`src/rtl/transform_line_receiver.sv`:
```
// Receives paired {lhs,rhs} ASCII characters one pair per handshake, stores one
// terminated line in a word buffer and reports length, per-lane XOR and errors.
module transform_line_receiver #(
   parameter int         DEPTH   = 64,
   parameter int         AW      = 6,
   parameter logic [7:0] TERM    = 8'h00,
   parameter int         TIMEOUT = 1023
) (
   input  logic          clk,
   input  logic          rst,
   input  logic          arm,
   input  logic          in_valid,
   output logic          in_ready,
   input  logic [7:0]    lhs_in,
   input  logic [7:0]    rhs_in,
   input  logic [AW-1:0] rd_addr,
   output logic [15:0]   rd_data,
   output logic          busy,
   output logic          line_done,
   output logic [AW:0]   line_len,
   output logic [7:0]    lhs_xor,
   output logic [7:0]    rhs_xor,
   output logic          err_overflow,
   output logic          err_timeout,
   output logic [1:0]    state
);

   localparam int CW = $clog2(TIMEOUT + 1);

   typedef enum logic [1:0] {
      IDLE = 2'd0,
      RECV = 2'd1,
      DONE = 2'd2,
      ERR  = 2'd3
   } state_t;

   state_t        r_state;
   state_t        w_nextState;

   logic [15:0]   r_mem [DEPTH];
   logic [AW:0]   r_lineLen;
   logic [7:0]    r_lhsXor;
   logic [7:0]    r_rhsXor;
   logic          r_errOverflow;
   logic          r_errTimeout;
   logic          r_lineDone;
   logic [CW-1:0] r_idleCnt;
   logic [15:0]   r_rdData;

   logic          w_recv;
   logic          w_xfer;
   logic          w_isTerm;
   logic          w_full;
   logic          w_idleLimit;
   logic          w_clear;
   logic          w_store;
   logic          w_setDone;
   logic          w_setOverflow;
   logic          w_setTimeout;

   assign w_recv      = (r_state == RECV);
   assign w_xfer      = in_valid & w_recv;
   assign w_isTerm    = (lhs_in == TERM) && (rhs_in == TERM);
   assign w_full      = (r_lineLen == (AW + 1)'(DEPTH));
   assign w_idleLimit = (r_idleCnt == CW'(TIMEOUT - 1));

   always_ff @(posedge clk) begin
      if (rst) begin
         r_state <= IDLE;
      end else begin
         r_state <= w_nextState;
      end
   end

   // A terminator beat outranks the full check, so a line of exactly DEPTH
   // pairs still completes normally.
   always_comb begin
      w_nextState   = r_state;
      w_clear       = 1'b0;
      w_store       = 1'b0;
      w_setDone     = 1'b0;
      w_setOverflow = 1'b0;
      w_setTimeout  = 1'b0;
      case (r_state)
         IDLE, DONE, ERR: begin
            if (arm) begin
               w_nextState = RECV;
               w_clear     = 1'b1;
            end
         end
         RECV: begin
            if (w_xfer) begin
               if (w_isTerm) begin
                  w_nextState = DONE;
                  w_setDone   = 1'b1;
               end else if (w_full) begin
                  w_nextState   = ERR;
                  w_setOverflow = 1'b1;
               end else begin
                  w_store = 1'b1;
               end
            end else if (w_idleLimit) begin
               w_nextState  = ERR;
               w_setTimeout = 1'b1;
            end
         end
         default: begin
            w_nextState = IDLE;
         end
      endcase
   end

   always_ff @(posedge clk) begin
      if (rst) begin
         r_lineLen     <= '0;
         r_lhsXor      <= '0;
         r_rhsXor      <= '0;
         r_errOverflow <= 1'b0;
         r_errTimeout  <= 1'b0;
         r_lineDone    <= 1'b0;
         r_idleCnt     <= '0;
      end else begin
         r_lineDone <= w_setDone;
         if (w_clear) begin
            r_lineLen     <= '0;
            r_lhsXor      <= '0;
            r_rhsXor      <= '0;
            r_errOverflow <= 1'b0;
            r_errTimeout  <= 1'b0;
            r_idleCnt     <= '0;
         end else begin
            if (w_store) begin
               r_lineLen <= r_lineLen + 1'b1;
               r_lhsXor  <= r_lhsXor ^ lhs_in;
               r_rhsXor  <= r_rhsXor ^ rhs_in;
            end
            if (w_setOverflow) begin
               r_errOverflow <= 1'b1;
            end
            if (w_setTimeout) begin
               r_errTimeout <= 1'b1;
            end
            if (w_recv) begin
               r_idleCnt <= w_xfer ? '0 : r_idleCnt + 1'b1;
            end
         end
      end
   end

   // Buffer contents are deliberately left unreset; line_len gates visibility.
   always_ff @(posedge clk) begin
      if (w_store && !rst) begin
         r_mem[r_lineLen[AW-1:0]] <= {lhs_in, rhs_in};
      end
   end

   always_ff @(posedge clk) begin
      if (rst) begin
         r_rdData <= '0;
      end else if ({1'b0, rd_addr} < r_lineLen) begin
         r_rdData <= r_mem[rd_addr];
      end else begin
         r_rdData <= '0;
      end
   end

   assign in_ready     = w_recv;
   assign busy         = w_recv;
   assign line_done    = r_lineDone;
   assign line_len     = r_lineLen;
   assign lhs_xor      = r_lhsXor;
   assign rhs_xor      = r_rhsXor;
   assign err_overflow = r_errOverflow;
   assign err_timeout  = r_errTimeout;
   assign rd_data      = r_rdData;
   assign state        = r_state;

endmodule
```
`config.mk`:
```
export PLATFORM = sky130hd
export DESIGN_NAME = transform_line_receiver
export DESIGN_NICKNAME = d
export VERILOG_FILES = /design/src/rtl/transform_line_receiver.sv
export SDC_FILE = /design/constraint.sdc
export NUM_CORES = 1
export LEC_CHECK = 0
export ABC_AREA = 1
export BUFFER_PORTS_ARGS = -buffer_cell sky130_fd_sc_hd__buf_4
export CAP_MARGIN = 25
export CORE_ASPECT_RATIO = 1.5
export CORE_MARGIN = 2
export CORE_UTILIZATION = 31
export CTS_CLUSTER_DIAMETER = 50
export DETAILED_ROUTE_END_ITERATION = 6
export GPL_TIMING_DRIVEN = 1
export PLACE_DENSITY = 0.46
export SYNTH_ARGS = -nofsm -noshare
export SYNTH_HDL_FRONTEND = slang
export SYNTH_SLANG_ARGS = --single-unit
```
`constraint.sdc`:
```
create_clock -name clk -period 2.72 [get_ports clk]
set_clock_uncertainty 0.05 [all_clocks]
set_input_delay 0.136 -clock clk [delete_from_list [all_inputs] [get_ports clk]]
set_output_delay 0.136 -clock clk [all_outputs]
set_load 0.005 [all_outputs]
```
==> flow_metrics.py <==
metrics = {
    "finish": {
        "area_delta_synth_final_pct": 18.8,
        "multi_input_area_um2": 10800,
        "seqCellArea_um2": 31800,
        "drive_gt1_frac": 0.123,
        "fillCellCount": 13800,
        "nNetsFinal": 4039,
        "fin_area_um2": 52200,
    },
    "synthesis": {
        "synth_area_leaders": "edfxtp_1, nand2_1, nand3_1",
        "yosys.area_share.simple": 0.229,
        "synth_seq_cells": 1078,
        "synthDistinctLibCells": 36,
        "yosys.area_share.xor_xnor": 0.00399,
        "synthAdderAreaFrac": 0.00256,
        "yosys_warnings": 0,
        "synthMuxAreaShare": 0,
        "synth-edff-count": 1024,
        "async_flop_share": 0,
        "yosysTopAreaCellShare": 0.700,
        "yosysMostFrequentCell": "nand2_1",
        "synthesis.area_um2": 43900,
        "syn_avg_cell_area_um2": 11.5,
        "yosysTopAreaCell": "edfxtp_1",
        "synth_top_family_by_area": "simple AND/OR/NAND/NOR gates",
        "synth_compound_area_frac": 0.00800,
        "netlist_instances": 3808,
        "netlist_top_cells_count": "nand2_1, edfxtp_1, nand3_1, buf_2, nor2_1",
        "syn_nets": 3843,
        "synth_ff_type": "edfxtp_1",
        "ys_seq_area_frac": 0.725,
    },
    "floorplanning": {
        "core_um2": 141000,
        "rows": 169,
        "ios": 72,
        "die_area_um2": 145000,
        "start_util": 0.311,
        "die_w_um": 311,
        "fp.dieH_um": 465,
    },
    "grt": {
        "grt_pass1_wl_mm": 205,
        "grt_use_total": 0.196,
        "antenna_found_initial": 4,
        "first_global_vias": 28800,
        "grt_overflow": 0,
        "grt_max_degree": 112,
    },
    "place": {
        "place.gp.congestion": 0.885,
        "placed_cell_area_um2": 48200,
        "post-place-ws_ns": -0.251,
        "hpwl_mm": 92.1,
        "portBuffers": 71,
    },
    "cts": {
        "clk_latency_ns": 0.75,
        "h-tree-depth": 3,
        "cts_sinks": 1078,
        "cts_root_buf": "clkbuf_16",
        "cts.reportedPaths.clkPinSlew_ns": 0.07,
        "cts_buffer_depth": 3,
        "cts_tree": "built",
        "post_cts_buffers": 0,
        "cts_inserted_buffers": 111,
    },
    "route": {
        "postRouteAntennaNets": 0,
        "routed_wl_mm": 144,
        "routed_via_density": 4.83,
        "drt_iter0_drc": 2444,
        "first_pass_iters": 5,
        "drc": 0,
        "vias": 28900,
        "post_drt_wl_per_cell_um": 24.0,
    },
    "critical_path": {
        "crit_buf_inv": 6,
        "crit_path_top_delay_cell": "nor3_2",
        "crit_chain": "dlygate4sd3_1 -> buf_4 -> or2_0 -> nor3_2 -> buf_4 -> nand2_1 -> nand3_4 -> nor2_2 -> inv_2 -> buf_4 -> nor3_2 -> buf_6",
        "start_kind": "input pin",
        "end_kind": "flip-flop",
        "crit_path_max_incr_delay_ns": 0.58,
        "critPathTopFamily": "simple AND/OR/NAND/NOR gates",
        "required_ns": 3.14,
        "cp_data_arrival_time_ns": 3.01,
        "critPathKind": "input pin to flip-flop",
        "path_max_fanout": 9,
        "cpMostUsedCell": "buf_4",
    },
    "timing": {
        "drv_slew": 0,
        "hold_ws_ns": 0.0474,
        "period_share": 0.950,
        "setup_slack_ns": 0.135,
        "worstMarginPinSlew_ns": 1.07,
        "tns_ns": 0,
        "hold_violations": 0,
        "timing.fmax_mhz": 387,
        "final-setup-viol-count": 0,
        "fin_crit_ns": 2.58,
        "rsz0062_at_grt": "false",
        "relSlewSlack": 0.287,
    },
    "run_status": {
        "status": "completed",
    },
    "pwr": {
        "power.total_mw": 36.5,
        "power_density_nw_per_um2": 699,
        "ir_drop_uv": 484,
        "leakage_nw": 18.8,
    },
    "flow_run": {
        "maxCapViolations": 0,
    },
    "hold_path": {
        "hold_class": "input pin to flip-flop",
    },
}
==> per-stage QoR <==
stage          instances  utilization
6_report            5984        0.370
5_1_grt             5982        0.370
4_1_cts             5981        0.370
3_5_place_dp        5749        0.342
3_3_place_gp        5730        0.340
2_1_floorplan       3808            -
==> state kept, by name, indices dropped and copies added, names as in the netlist <==
signal	flops
err_overflow	1
err_timeout	1
lhs_xor	8
line_done	1
line_len	7
r_idleCnt	10
r_mem	1024
rd_data	16
rhs_xor	8
state	2
==> layout by cell type, fill, tap and decap left out, drive strengths merged, types with 9 or more instances in the layout <==
| master | count |
|---|---|
| nor2 | 81 |
| dlygate4sd3 | 22 |
| nand2 | 1400 |
| o21ai | 9 |
| bufinv | 14 |
| xor2 | 20 |
| ha | 9 |
| nor3 | 30 |
| nand3 | 850 |
| inv | 38 |
| a21oi | 51 |
| buf | 294 |
| dfxtp | 54 |
| edfxtp | 1024 |
| clkinv | 52 |
| clkbuf | 134 |
==> cells by family (layout without fill, tap and decap cells) <==
| group | count (synthesis) | in the layout |
|---|---|---|
| buffers and inverters | 265 | 558 |
| AND/OR/NAND/NOR | 2369 | 2369 |
| flip-flops | 1078 | 1078 |
| other | 0 | 2 |
| AO/OA/AOI/OAI | 67 | 67 |
| XOR/XNOR | 20 | 20 |
| adder cells (fa/ha/maj) | 9 | 9 |
==> cell type report <==
cell class | count | area share
Sequential cell | 1078 | 0.610
Timing Repair Buffer | 316 | 0.0624
Antenna cell | 2 | 0.0000959
Inverter | 32 | 0.00280
Tap cell | 1881 | 0.0451
Clock buffer | 134 | 0.0557
Clock inverter | 76 | 0.0163
Multi-Input combinational cell | 2465 | 0.208
==> path summary, 6_finish.rpt <==
check | startpoint | end | slack (ns) | depth (start not counted)
worst max-delay path | lhs_in[4] | r_mem[14][7] | 0.14 | 12
worst min-delay path | rhs_in[3] | r_mem[57][3] | 0.05 | 2
worst max register to register | line_len[0] | r_mem[14][7] | 0.15 | 10
worst min register to register | r_idleCnt[6] | r_idleCnt[6] | 0.42 | 2
==> per-layer routing <==
metal  vias up  GRT usage  part of all wire
met5         -          0                 0
met4         0     0.0958             0.049
met3       214     0.0222             0.040
met2       771      0.357              0.52
met1     14200      0.228              0.39
li1      13700          -                 -
==> power breakdown <==
part	leakage [nW]	internal [mW]	switching, mW	total [mW]
Combinational	7.34	0.663	1.85	2.52
Sequential	9.64	18.2	0.0253	18.2
Clock	1.82	9.01	6.73	15.7
==> repair_timing <==
| item | in CTS | in global routing |
|---|---|---|
| hold buffers | 22 | 0 |
| setup endpoints to repair | 0 | 9 |
| hold endpoints to repair | 213 | 0 |
| resized for setup | 0 | 1 |
Power figures use the tool's default switching activity.
